`config.mk`:
```
export PLATFORM = sky130hd
export DESIGN_NAME = interp_job_sched_flat
export DESIGN_NICKNAME = d
export VERILOG_FILES = /design/src/rtl/interp_job_sched_if.sv /design/src/rtl/interp_job_sched.sv /design/src/flat_wrapper.sv
export SDC_FILE = /design/constraint.sdc
export NUM_CORES = 1
export LEC_CHECK = 0
export CAP_MARGIN = 5
export CORE_MARGIN = 4
export CORE_UTILIZATION = 55
export DETAILED_ROUTE_END_ITERATION = 8
export GPL_TIMING_DRIVEN = 0
export MAX_ROUTING_LAYER = met4
export PLACE_DENSITY = 0.78
export REMOVE_ABC_BUFFERS = 1
export SETUP_SLACK_MARGIN = 0.2
export SKIP_LAST_GASP = 1
export SLEW_MARGIN = 20
export SYNTH_ARGS = -nofsm -noshare
export SYNTH_HDL_FRONTEND = slang
export SYNTH_SLANG_ARGS = --single-unit
```
`constraint.sdc`:
```
create_clock -name clk -period 4 [get_ports clk]
set_clock_uncertainty 0.15 [all_clocks]
set_input_delay 0.4 -clock clk [delete_from_list [all_inputs] [get_ports clk]]
set_output_delay 0.4 -clock clk [all_outputs]
set_load 0.05 [all_outputs]
```
`src/rtl/interp_job_sched_if.sv`:
```
// Host descriptor, engine and status signals of the interpolation job scheduler.
// master = host/engine side, slave = scheduler side.
interface interp_job_sched_if #(
    parameter int ID_W   = 4,
    parameter int PEND_W = 3
);
    logic              job_valid;
    logic              job_ready;
    logic [5:0]        job_h0;
    logic [5:0]        job_v0;
    logic [3:0]        job_sw;
    logic [3:0]        job_sh;
    logic [ID_W-1:0]   job_id;

    logic              eng_start;
    logic [5:0]        eng_h0;
    logic [5:0]        eng_v0;
    logic [3:0]        eng_sw;
    logic [3:0]        eng_sh;
    logic              eng_o_valid;

    logic              busy;
    logic [PEND_W-1:0] pending;
    logic              done_valid;
    logic [ID_W-1:0]   done_id;
    logic [1:0]        done_err;

    modport master (
        output job_valid, job_h0, job_v0, job_sw, job_sh, job_id, eng_o_valid,
        input  job_ready, eng_start, eng_h0, eng_v0, eng_sw, eng_sh,
        input  busy, pending, done_valid, done_id, done_err
    );

    modport slave (
        input  job_valid, job_h0, job_v0, job_sw, job_sh, job_id, eng_o_valid,
        output job_ready, eng_start, eng_h0, eng_v0, eng_sw, eng_sh,
        output busy, pending, done_valid, done_id, done_err
    );
endinterface

```
`src/rtl/interp_job_sched.sv`:
```
// Job scheduler for the bilinear interpolation engine: descriptor FIFO, geometry check,
// START/beat-count sequencing. Optional watchdog enabled by INTERP_JOB_TIMEOUT_EN.
//
// state  | meaning
// IDLE   | waiting for a queued descriptor; pops the FIFO head when present
// LAUNCH | one cycle; engine START is issued from this state
// RUN    | counting engine O_VALID beats
// DRAIN  | GAP_CYC quiet cycles after the last beat
// REPORT | one cycle; completion status is issued from this state
module interp_job_sched #(
    parameter int FIFO_DEPTH  = 4,
    parameter int ID_W        = 4,
    parameter int OUT_PER_JOB = 289,
    parameter int GAP_CYC     = 2,
    parameter int TIMEOUT_CYC = 1024
) (
    input  logic              clk,
    input  logic              RST,
    interp_job_sched_if.slave bus
);

    localparam int PTR_W  = $clog2(FIFO_DEPTH);
    localparam int CNT_W  = PTR_W + 1;
    localparam int DESC_W = ID_W + 20;

    if ((FIFO_DEPTH < 2) || ((FIFO_DEPTH & (FIFO_DEPTH - 1)) != 0)) begin : g_bad_depth
        $error("interp_job_sched: FIFO_DEPTH must be a power of two, at least 2");
    end
    if ((OUT_PER_JOB < 1) || (OUT_PER_JOB > 1023)) begin : g_bad_beats
        $error("interp_job_sched: OUT_PER_JOB must fit the 10-bit beat counter");
    end
    if ((GAP_CYC < 0) || (GAP_CYC > 255)) begin : g_bad_gap
        $error("interp_job_sched: GAP_CYC out of range");
    end
    if (TIMEOUT_CYC < 1) begin : g_bad_timeout
        $error("interp_job_sched: TIMEOUT_CYC must be at least 1");
    end

    typedef enum logic [2:0] {
        S_IDLE   = 3'd0,
        S_LAUNCH = 3'd1,
        S_RUN    = 3'd2,
        S_DRAIN  = 3'd3,
        S_REPORT = 3'd4
    } state_t;

    state_t            state;
    state_t            state_nxt;

    logic [DESC_W-1:0] fifo_mem [FIFO_DEPTH];
    logic [PTR_W-1:0]  wr_ptr;
    logic [PTR_W-1:0]  rd_ptr;
    logic [CNT_W-1:0]  fifo_cnt;
    logic [CNT_W-1:0]  cnt_nxt;
    logic              ready_q;
    logic              push;
    logic              pop;

    logic [DESC_W-1:0] head;
    logic [ID_W-1:0]   head_id;
    logic [5:0]        head_h0;
    logic [5:0]        head_v0;
    logic [3:0]        head_sw;
    logic [3:0]        head_sh;
    logic [6:0]        h_sum;
    logic [6:0]        v_sum;
    logic              head_ok;

    logic [5:0]        eng_h0_q;
    logic [5:0]        eng_v0_q;
    logic [3:0]        eng_sw_q;
    logic [3:0]        eng_sh_q;
    logic [ID_W-1:0]   cur_id;
    logic [1:0]        cur_err;

    logic [9:0]        beat_cnt;
    logic              beat_last;
    logic [7:0]        gap_cnt;
    logic              gap_last;

    logic              start_d;
    logic              done_d;
    logic              busy_d;
    logic              eng_start_q;
    logic              done_valid_q;
    logic              busy_q;
    logic [ID_W-1:0]   done_id_q;
    logic [1:0]        done_err_q;

    // job_ready is the registered !full, so a push while full can never happen
    assign push = bus.job_valid && ready_q;
    assign pop  = (state == S_IDLE) && (fifo_cnt != '0);

    assign head    = fifo_mem[rd_ptr];
    assign head_id = head[DESC_W-1:20];
    assign head_h0 = head[19:14];
    assign head_v0 = head[13:8];
    assign head_sw = head[7:4];
    assign head_sh = head[3:0];
    assign h_sum   = {1'b0, head_h0} + {3'b000, head_sw};
    assign v_sum   = {1'b0, head_v0} + {3'b000, head_sh};
    assign head_ok = (head_sw != 4'd0) && (head_sh != 4'd0) &&
                     (h_sum <= 7'd63) && (v_sum <= 7'd63);

    assign beat_last = (state == S_RUN) && bus.eng_o_valid &&
                       (beat_cnt == 10'(OUT_PER_JOB - 1));
    assign gap_last  = (gap_cnt == 8'(GAP_CYC - 1));

`ifdef INTERP_JOB_TIMEOUT_EN
    localparam int WD_W = $clog2(TIMEOUT_CYC + 1);

    logic [WD_W-1:0] wdog;
    logic            timeout_hit;

    // a beat completing the job in the same cycle wins over the watchdog
    assign timeout_hit = (state == S_RUN) && !beat_last &&
                         (wdog == WD_W'(TIMEOUT_CYC - 1));

    always_ff @(posedge clk or posedge RST) begin
        if (RST) begin
            wdog <= '0;
        end else if (state == S_LAUNCH) begin
            wdog <= '0;
        end else if (state == S_RUN) begin
            wdog <= wdog + 1'b1;
        end
    end
`endif

    always_ff @(posedge clk) begin
        if (push) begin
            fifo_mem[wr_ptr] <= {bus.job_id, bus.job_h0, bus.job_v0, bus.job_sw, bus.job_sh};
        end
    end

    always_comb begin
        cnt_nxt = fifo_cnt;
        if (push && !pop) begin
            cnt_nxt = fifo_cnt + 1'b1;
        end else if (pop && !push) begin
            cnt_nxt = fifo_cnt - 1'b1;
        end
    end

    always_ff @(posedge clk or posedge RST) begin
        if (RST) begin
            wr_ptr   <= '0;
            rd_ptr   <= '0;
            fifo_cnt <= '0;
            ready_q  <= 1'b1;
            eng_h0_q <= '0;
            eng_v0_q <= '0;
            eng_sw_q <= '0;
            eng_sh_q <= '0;
            cur_id   <= '0;
            cur_err  <= 2'b00;
        end else begin
            if (push) begin
                wr_ptr <= wr_ptr + 1'b1;
            end
            if (pop) begin
                rd_ptr   <= rd_ptr + 1'b1;
                eng_h0_q <= head_h0;
                eng_v0_q <= head_v0;
                eng_sw_q <= head_sw;
                eng_sh_q <= head_sh;
                cur_id   <= head_id;
                cur_err  <= head_ok ? 2'b00 : 2'b01;
            end
`ifdef INTERP_JOB_TIMEOUT_EN
            if (timeout_hit) begin
                cur_err <= 2'b10;
            end
`endif
            fifo_cnt <= cnt_nxt;
            ready_q  <= (cnt_nxt != CNT_W'(FIFO_DEPTH));
        end
    end

    // beats outside RUN, or past the terminal count, never reach the counter
    always_ff @(posedge clk or posedge RST) begin
        if (RST) begin
            beat_cnt <= '0;
            gap_cnt  <= '0;
        end else begin
            case (state)
                S_LAUNCH: beat_cnt <= '0;
                S_RUN: begin
                    gap_cnt <= '0;
                    if (bus.eng_o_valid) begin
                        beat_cnt <= beat_cnt + 10'd1;
                    end
                end
                S_DRAIN:  gap_cnt <= gap_cnt + 8'd1;
                default:  ;
            endcase
        end
    end

    always_ff @(posedge clk or posedge RST) begin
        if (RST) begin
            state <= S_IDLE;
        end else begin
            state <= state_nxt;
        end
    end

    always_comb begin
        state_nxt = state;
        case (state)
            S_IDLE: begin
                if (fifo_cnt != '0) begin
                    state_nxt = head_ok ? S_LAUNCH : S_REPORT;
                end
            end
            S_LAUNCH: state_nxt = S_RUN;
            S_RUN: begin
                if (beat_last) begin
                    state_nxt = (GAP_CYC == 0) ? S_REPORT : S_DRAIN;
                end
`ifdef INTERP_JOB_TIMEOUT_EN
                else if (timeout_hit) begin
                    state_nxt = S_REPORT;
                end
`endif
            end
            S_DRAIN: begin
                if (gap_last) begin
                    state_nxt = S_REPORT;
                end
            end
            S_REPORT: state_nxt = S_IDLE;
            default:  state_nxt = S_IDLE;
        endcase
    end

    // START and the done pulse appear in the cycle after LAUNCH/REPORT; busy tracks state
    always_comb begin
        start_d = (state == S_LAUNCH);
        done_d  = (state == S_REPORT);
        busy_d  = (state_nxt != S_IDLE);
    end

    always_ff @(posedge clk or posedge RST) begin
        if (RST) begin
            eng_start_q  <= 1'b0;
            done_valid_q <= 1'b0;
            busy_q       <= 1'b0;
            done_id_q    <= '0;
            done_err_q   <= 2'b00;
        end else begin
            eng_start_q  <= start_d;
            done_valid_q <= done_d;
            busy_q       <= busy_d;
            if (done_d) begin
                done_id_q  <= cur_id;
                done_err_q <= cur_err;
            end
        end
    end

    assign bus.job_ready  = ready_q;
    assign bus.eng_start  = eng_start_q;
    assign bus.eng_h0     = eng_h0_q;
    assign bus.eng_v0     = eng_v0_q;
    assign bus.eng_sw     = eng_sw_q;
    assign bus.eng_sh     = eng_sh_q;
    assign bus.busy       = busy_q;
    assign bus.pending    = fifo_cnt;
    assign bus.done_valid = done_valid_q;
    assign bus.done_id    = done_id_q;
    assign bus.done_err   = done_err_q;

endmodule

```
`src/flat_wrapper.sv`:
```
// flat-port wrapper written by rule: the top's interface ports become plain ports
module interp_job_sched_flat 
#(
    parameter int FIFO_DEPTH  = 4,
    parameter int ID_W        = 4,
    parameter int OUT_PER_JOB = 289,
    parameter int GAP_CYC     = 2,
    parameter int TIMEOUT_CYC = 1024
)
  (clk, RST, bus_job_valid, bus_job_h0, bus_job_v0, bus_job_sw, bus_job_sh, bus_job_id, bus_eng_o_valid, bus_job_ready, bus_eng_start, bus_eng_h0, bus_eng_v0, bus_eng_sw, bus_eng_sh, bus_busy, bus_pending, bus_done_valid, bus_done_id, bus_done_err);
  interp_job_sched_if #(.ID_W(ID_W), .PEND_W((3))) bus_i ();
  input  logic clk;
  input  logic RST;
  input wire logic [$bits(bus_i.job_valid)-1:0] bus_job_valid;
  input wire logic [$bits(bus_i.job_h0)-1:0] bus_job_h0;
  input wire logic [$bits(bus_i.job_v0)-1:0] bus_job_v0;
  input wire logic [$bits(bus_i.job_sw)-1:0] bus_job_sw;
  input wire logic [$bits(bus_i.job_sh)-1:0] bus_job_sh;
  input wire logic [$bits(bus_i.job_id)-1:0] bus_job_id;
  input wire logic [$bits(bus_i.eng_o_valid)-1:0] bus_eng_o_valid;
  output wire logic [$bits(bus_i.job_ready)-1:0] bus_job_ready;
  output wire logic [$bits(bus_i.eng_start)-1:0] bus_eng_start;
  output wire logic [$bits(bus_i.eng_h0)-1:0] bus_eng_h0;
  output wire logic [$bits(bus_i.eng_v0)-1:0] bus_eng_v0;
  output wire logic [$bits(bus_i.eng_sw)-1:0] bus_eng_sw;
  output wire logic [$bits(bus_i.eng_sh)-1:0] bus_eng_sh;
  output wire logic [$bits(bus_i.busy)-1:0] bus_busy;
  output wire logic [$bits(bus_i.pending)-1:0] bus_pending;
  output wire logic [$bits(bus_i.done_valid)-1:0] bus_done_valid;
  output wire logic [$bits(bus_i.done_id)-1:0] bus_done_id;
  output wire logic [$bits(bus_i.done_err)-1:0] bus_done_err;
  assign bus_i.job_valid = bus_job_valid;
  assign bus_i.job_h0 = bus_job_h0;
  assign bus_i.job_v0 = bus_job_v0;
  assign bus_i.job_sw = bus_job_sw;
  assign bus_i.job_sh = bus_job_sh;
  assign bus_i.job_id = bus_job_id;
  assign bus_i.eng_o_valid = bus_eng_o_valid;
  assign bus_job_ready = bus_i.job_ready;
  assign bus_eng_start = bus_i.eng_start;
  assign bus_eng_h0 = bus_i.eng_h0;
  assign bus_eng_v0 = bus_i.eng_v0;
  assign bus_eng_sw = bus_i.eng_sw;
  assign bus_eng_sh = bus_i.eng_sh;
  assign bus_busy = bus_i.busy;
  assign bus_pending = bus_i.pending;
  assign bus_done_valid = bus_i.done_valid;
  assign bus_done_id = bus_i.done_id;
  assign bus_done_err = bus_i.done_err;
  interp_job_sched #(.FIFO_DEPTH(FIFO_DEPTH), .ID_W(ID_W), .OUT_PER_JOB(OUT_PER_JOB), .GAP_CYC(GAP_CYC), .TIMEOUT_CYC(TIMEOUT_CYC)) u_core (.clk(clk), .RST(RST), .bus(bus_i));
endmodule
```
==> results.toml, run 1 <==
[clock_tree]
cts.sinks = 158
root_buffer = "clkbuf_16"
clk_latency_ns = 0.42
ctsResizeCount = 0
h-tree-depth = 4
cts_setup_buffers = 0
path_clk_slew_ns = 0.06
clockBufferDepth = 2
cts_buffers = 17
cts_tree = "built"
ctsHoldBuffers = 0

[die]
std_cell_rows = 39
start_util_pct = 56.5
fp.dieH_um = 116
fp.dieArea_um2 = 13600
core_area_um2 = 11500
io_pins = 61
die_x_um = 116

[timing]
worstMarginPinSlew_ns = 0.916
fin_crit_sh_pct = 74.2
setup_tns_ns = 0
final.min_clock_period_ns = 2.97
setup_viol = 0
hold_viol_final = 0
timing.fmax_ghz = 0.337
hold-worst-slack_ns = 0.159
slew_violations = 0
rsz0062_at_grt = "no"
max_slew_margin_pct = 38.8

[power]
total_power_mw = 6.50
worst_ir_drop_vdd_mv = 0.627
power_density_nw_per_um2 = 828
p_leak_nw = 3.03

[outcome]
status = "finished clean"

[route]
drtIter0Drc = 289
dr.pass1.iters = 5
wl_per_cell_um = 20.0
drcViolationCount = 0
routed_wl_um = 12600
vias = 3585
avgViaCountPerCell = 5.70
drtAntennaViolNets = 0

[setup_path]
end_kind = "register"
rr_startpoint = "u_core.rd_ptr[0]$_DFFE_PP0P_"
crit_buf_inv = 1
crit_type = "register to register"
start_kind = "register"
cp-startpoint = "u_core.rd_ptr[0]$_DFFE_PP0P_"
slowest_stage = "mux4_1"
reg2reg_slack_ns = 1.03
worstPathRequired_ns = 4.21
r2r_cells = 8
cp.depth = 8
r2r-end = "u_core.state[0]$_DFF_PP0_"
crit_end = "u_core.state[0]$_DFF_PP0_"
crit_chain = "buf_12 -> mux4_1 -> ha_1 -> nor2b_1 -> o21ai_0 -> a21oi_1 -> nor4_2 -> a221o_1"
critPathMaxFanout = 19
cpPeakStageDelay_ns = 0.66
cp.arrival_ns = 3.18
cp_top_family = "multiplexers"

[global_route]
grt_use_total_pct = 21.3
first_global_vias = 3844
gr-total-overflow = 0
grt_max_degree = 37
grt_antenna_before_repair = 0
grt_pass1_wl_um = 20400

[hold_path]
hold_class = "primary input to async pin"

[finish]
layout_commonest_cell = "edfxtp_1"
ff_latch_area_um2 = 4440
antenna_cells = 0
nets = 520
drive_gt1_share_pct = 17.5
fin_area_um2 = 7850
fillerInstances = 759
layout_common_cells = "96 x edfxtp_1, 59 x clkdlybuf4s50_1, 59 x dfrtp_1"
area_delta_synth_final_pct = 21.3
multi_input_area_um2 = 1910

[yosys]
ys_ff_latch = 158
ys_top_cells_by_area = "edfxtp_1 45%, dfrtp_1 24%, mux4_2 7.3%"
syn-cell-area_um2 = 6470
synth_top_area_cell = "edfxtp_1"
yosysTopAreaCellShare_pct = 44.5
ys_types = 48
ys_seq_area_share_pct = 68.5
synth.avg_cell_area_um2 = 15.9
async_flop_share_pct = 39.2
synthCells = 406
ys.flop_type = "edfxtp_1"
yosys_warnings = 0
synth_edf_count = 96

[placed_design]
place_congestion = 0.785
io_buffers = 59
placed_area_um2 = 7260
post-dp-hpwl_um = 7850

[run]
cap_violations = 0
[synth_stat cells, types with 2 or more instances]
master	number
or4_1	2
nor4_2	2
mux2i_1	2
dfrtp_1	61
nand4_1	4
fa_1	2
a21oi_1	6
nor2_1	12
o31ai_1	4
mux2_2	18
a21o_1	2
o22ai_1	2
inv_1	19
and3_1	6
nand2_1	48
ha_1	17
edfxtp_1	96
nor3_1	2
buf_2	3
maj3_1	2
nor4b_1	2
nor2b_1	4
o21ai_0	14
clkbuf_1	9
nand3_1	7
xnor2_1	6
mux4_1	3
xor2_1	8
or3b_2	2
and4_1	3
mux4_2	21
[kinds of logic (layout without fill, tap and decap cells)]
group / after synthesis / in the layout / share of synthesized area [%]
adder cells (fa/ha/maj): 21 / 21 / 4.21
XOR/XNOR: 14 / 14 / 1.89
other: 1 / 1 / 0.0579
multiplexers: 44 / 44 / 12.0
AO/OA/AOI/OAI: 34 / 34 / 3.36
AND/OR/NAND/NOR: 99 / 99 / 7.73
buffers and inverters: 35 / 115 / 2.26
flip-flops: 158 / 158 / 68.5
[where the power goes]
part | leakage, nW | internal (mW) | total (mW) | switching [mW]
clock | 0.294 | 0.985 | 1.63 | 0.642
combinational | 1.08 | 0.973 | 2.37 | 1.40
sequential | 1.65 | 2.18 | 2.50 | 0.315
[sequential cells by signal, indices dropped and copies added (netlist names), 2 cells and up]
| name | count |
|---|---|
| u_core.gap_cnt | 8 |
| u_core.bus.eng_sh | 4 |
| u_core.bus.eng_sw | 4 |
| u_core.cur_id | 4 |
| u_core.fifo_mem | 96 |
| u_core.wr_ptr | 2 |
| u_core.bus.done_id | 4 |
| u_core.bus.eng_h0 | 6 |
| u_core.bus.eng_v0 | 6 |
| u_core.state | 3 |
| u_core.beat_cnt | 10 |
| u_core.rd_ptr | 2 |
| u_core.bus.pending | 3 |
[how the worst min path moves through the flow]
stage / end / startpoint / cells past startpoint / slack (ns)
after floorplan: u_core.gap_cnt[7]$_DFFE_PP0P_ / u_core.gap_cnt[7]$_DFFE_PP0P_ / 1 / 0.31
after global placement: u_core.bus.eng_h0[5]$_DFFE_PP0P_ / u_core.bus.eng_h0[5]$_DFFE_PP0P_ / 2 / 0.32
after detailed placement: u_core.bus.eng_sw[1]$_DFFE_PP0P_ / u_core.bus.eng_sw[1]$_DFFE_PP0P_ / 2 / 0.33
after CTS: u_core.beat_cnt[5]$_DFFE_PP0P_ / RST / 2 / 0.17
after global routing: u_core.beat_cnt[5]$_DFFE_PP0P_ / RST / 2 / 0.19
final: u_core.beat_cnt[5]$_DFFE_PP0P_ / RST / 2 / 0.16
[per-layer routing]
layer,GRT usage [%],routed length [µm],vias up
met1,26.2,5190,1822
li1,-,-,1646
met5,-,0,-
met4,6.65,129,0
met3,5.65,645,11
met2,34.8,6630,106
[worst reg2reg max path, delay by kind of cell, from the launching register on]
family | cells | cell delay, ns
compound gates | 3 | 0.45
fa+ha+maj | 1 | 0.32
buf+inv | 1 | 0.25
flops | 1 | 0.58
mux | 1 | 0.66
simple gates | 2 | 0.51
[through the flow]
| step | utilization [%] | setup slack (ns) | cells |
|---|---|---|---|
| floorplan | - | 0.433 | 391 |
| global placement | 62.5 | -0.330 | 593 |
| detailed placement | 63.3 | 1.04 | 597 |
| CTS | 68.5 | 1.01 | 629 |
| global route | 68.5 | 0.897 | 629 |
| finish | 68.5 | 1.03 | 629 |
[final cells by class]
type	instances	share of cell area, %
sequential	158	56.5
inverter	20	0.988
clock inverter	13	2.06
multi-input combinational	213	24.3
clock buffer	19	5.51
tap	143	2.28
timing repair buffer	63	8.37
(Power assumes the default switching activity.)
==> run 2: changes to the inputs <==
--- a/config.mk
+++ b/config.mk
@@ -7,11 +7,11 @@
 export LEC_CHECK = 0
 export CAP_MARGIN = 5
 export CORE_MARGIN = 4
-export CORE_UTILIZATION = 55
+export CORE_UTILIZATION = 51
 export DETAILED_ROUTE_END_ITERATION = 8
 export GPL_TIMING_DRIVEN = 0
 export MAX_ROUTING_LAYER = met4
-export PLACE_DENSITY = 0.78
+export PLACE_DENSITY = 0.76
 export REMOVE_ABC_BUFFERS = 1
 export SETUP_SLACK_MARGIN = 0.2
 export SKIP_LAST_GASP = 1
==> constraint.sdc (replaced) <==
create_clock -name clk -period 2.5 [get_ports clk]
set_clock_uncertainty 0.15 [all_clocks]
set_input_delay 0.25 -clock clk [delete_from_list [all_inputs] [get_ports clk]]
set_output_delay 0.25 -clock clk [all_outputs]
set_load 0.05 [all_outputs]
==> results.toml, run 2 (synthesized netlist as in run 1, its figures left out) <==
[finish]
nets = 541
area_delta_synth_final_pct = 25.5
fin_area_um2 = 8130
antenna_cells = 0
largest_reg_flops = 96
top_register = "u_core.fifo_mem"
layout_common_cells = "96 x edfxtp_1, 59 x clkdlybuf4s50_1, 59 x dfrtp_1"
largest_registers = "u_core.fifo_mem: 96 flops, u_core.beat_cnt: 10 flops, u_core.gap_cnt: 8 flops"
drive_gt1_share_pct = 23.7
layout_commonest_cell = "edfxtp_1"

[clock_tree]
clk_latency_ns = 0.42
cts_buffers = 17
h-tree-depth = 4
cts_tree = "built"
root_buffer = "clkbuf_16"
path_clk_slew_ns = 0.06
cts.sinks = 158
clockBufferDepth = 2

[timing]
setup_tns_ns = -0.362
slew_violations = 0
max_slew_margin_pct = 37.5
setup_ws_ns = -0.223
worstMarginPinSlew_ns = 0.935
timing.fmax_ghz = 0.367
rsz0062_at_grt = "yes"
final.min_clock_period_ns = 2.72
fin_crit_sh_pct = 109
hold_viol_final = 0
setup_viol = 2

[setup_path]
end_kind = "register"
start_kind = "register"
crit_type = "register to register"
cpPeakStageDelay_ns = 0.46
crit_chain = "clkbuf_16 -> mux4_2 -> ha_2 -> inv_2 -> fa_2 -> nor2b_1 -> o21ai_1 -> a21oi_2 -> nor4_2 -> buf_4 -> a221o_1"
critPathMaxFanout = 5
slowest_stage = "dfrtp_2"
cp.arrival_ns = 2.86
rr_startpoint = "u_core.rd_ptr[0]$_DFFE_PP0P_"
cp_top_family = "compound AO/OA/AOI/OAI gates"
crit_buf_inv = 3
worstPathRequired_ns = 2.64
cp-startpoint = "u_core.rd_ptr[0]$_DFFE_PP0P_"

[die]
io_pins = 61
start_util_pct = 53.0
die_x_um = 121
std_cell_rows = 40
fp.dieH_um = 121
fp.dieArea_um2 = 14600
core_area_um2 = 12200

[outcome]
violations = "negative setup slack"
status = "finished with violations"

[global_route]
grt_antenna_before_repair = 0
gr-total-overflow = 0
grt_pass1_wl_um = 20900
grt_max_degree = 43
first_global_vias = 3944
grt_use_total_pct = 19.7

[route]
dr.pass1.iters = 5
wl_per_cell_um = 19.2
drtIter0Drc = 237
routed_wl_um = 12900
drcViolationCount = 0
drtAntennaViolNets = 0
avgViaCountPerCell = 5.51
vias = 3711

[power]
power_density_nw_per_um2 = 1340
p_leak_nw = 3.15
worst_ir_drop_vdd_mv = 0.701

[run]
cap_violations = 0

[placed_design]
post-dp-hpwl_um = 7790
placed_area_um2 = 7280
io_buffers = 59
place_congestion = 0.777

[hold_path]
hold_class = "primary input to register"
min_from = "bus_job_sh[0]"
run 2: cell count changes in the layout (fill, tap and decap cells not counted), moves of 2 or more:
cell / previous run / this run
mux4_1: 3 / 1
buf_4: 0 / 15
buf_6: 1 / 4
a21oi_2: 0 / 2
o21ai_0: 14 / 12
inv_2: 0 / 2
inv_1: 18 / 16
mux2i_1: 2 / 0
mux2i_2: 0 / 2
or4_1: 2 / 0
o21ai_1: 0 / 2
mux4_2: 21 / 23
or4_4: 0 / 2
a21oi_1: 6 / 4
run 2: repair_timing:
| item | CTS | global route |
|---|---|---|
| gates resized for setup | 11 | 10 |
| pin swaps | 6 | 4 |
| hold buffers | 1 | 0 |
| endpoints found under the setup margin | 7 | 4 |
| endpoints found under the hold margin | 20 | 0 |
| gates cloned | 2 | 1 |
| buffers inserted | 13 | 4 |
run 2: area by class of cell:
| class | count | area, µm² |
|---|---|---|
| Clock inverter | 13 | 163 |
| Timing Repair Buffer | 83 | 856 |
| Clock buffer | 18 | 429 |
| Inverter | 20 | 77.6 |
| Tap cell | 168 | 210 |
| Fill cell | 849 | 4090 |
| Multi-Input combinational cell | 214 | 1950 |
| Sequential cell | 158 | 4440 |
run 2: path summary, 6_finish.rpt:
path	end	slack (ns)	cells after the start
worst max-delay path	u_core.state[0]$_DFF_PP0_	-0.22	11
worst min-delay path	u_core.fifo_mem[0][0]$_DFFE_PP_	0.31	1
worst max register to register	u_core.state[0]$_DFF_PP0_	-0.22	11
worst min register to register	u_core.bus.eng_sw[1]$_DFFE_PP0P_	0.33	2
max in group asynchronous	u_core.bus.job_ready$_DFF_PP1_	1.10	4
min in group asynchronous	u_core.beat_cnt[7]$_DFFE_PP0P_	0.54	3
run 2: stage by stage:
step                power [mW]  hold slack (ns)  cells  util [%]  setup slack, ns
finish                    10.9            0.307    674      66.5           -0.223
global route              11.5            0.293    674      66.5           -0.270
global placement          7.62            0.320    618      59.0            -1.67
CTS                       10.8            0.293    669      65.9           -0.180
detailed placement        7.83            0.323    622      59.7           -0.420
floorplan                 6.52            0.199    391         -            -1.07
run 2: metal layers:
layer	wire, µm	GRT usage [%]
met3	733	4.82
met5	0	-
met1	5250	24.2
met4	157	7.51
met2	6760	31.9
run 2: power breakdown:
| part | internal, mW | switching (mW) |
|---|---|---|
| combinational | 1.92 | 2.46 |
| clock | 1.57 | 1.01 |
| sequential | 3.50 | 0.442 |
| total | 6.99 | 3.92 |
run 2: worst register-to-register path, cell delays in order, from the launching register on:
cell and delay (ns):
dfrtp_2 0.46, clkbuf_16 0.18, mux4_2 0.35, ha_2 0.17
inv_2 0.04, fa_2 0.32, nor2b_1 0.14, o21ai_1 0.09
a21oi_2 0.22, nor4_2 0.07, buf_4 0.16, a221o_1 0.25
==> run 3: changes to the inputs <==
--- a/config.mk
+++ b/config.mk
@@ -10,6 +10,7 @@
 export CORE_UTILIZATION = 51
 export DETAILED_ROUTE_END_ITERATION = 8
 export GPL_TIMING_DRIVEN = 0
+export HOLD_SLACK_MARGIN = 0.06
 export MAX_ROUTING_LAYER = met4
 export PLACE_DENSITY = 0.76
 export REMOVE_ABC_BUFFERS = 1
==> results of run 3 <==
No change in the layout: final DEF, timing and power equal those of run 2.
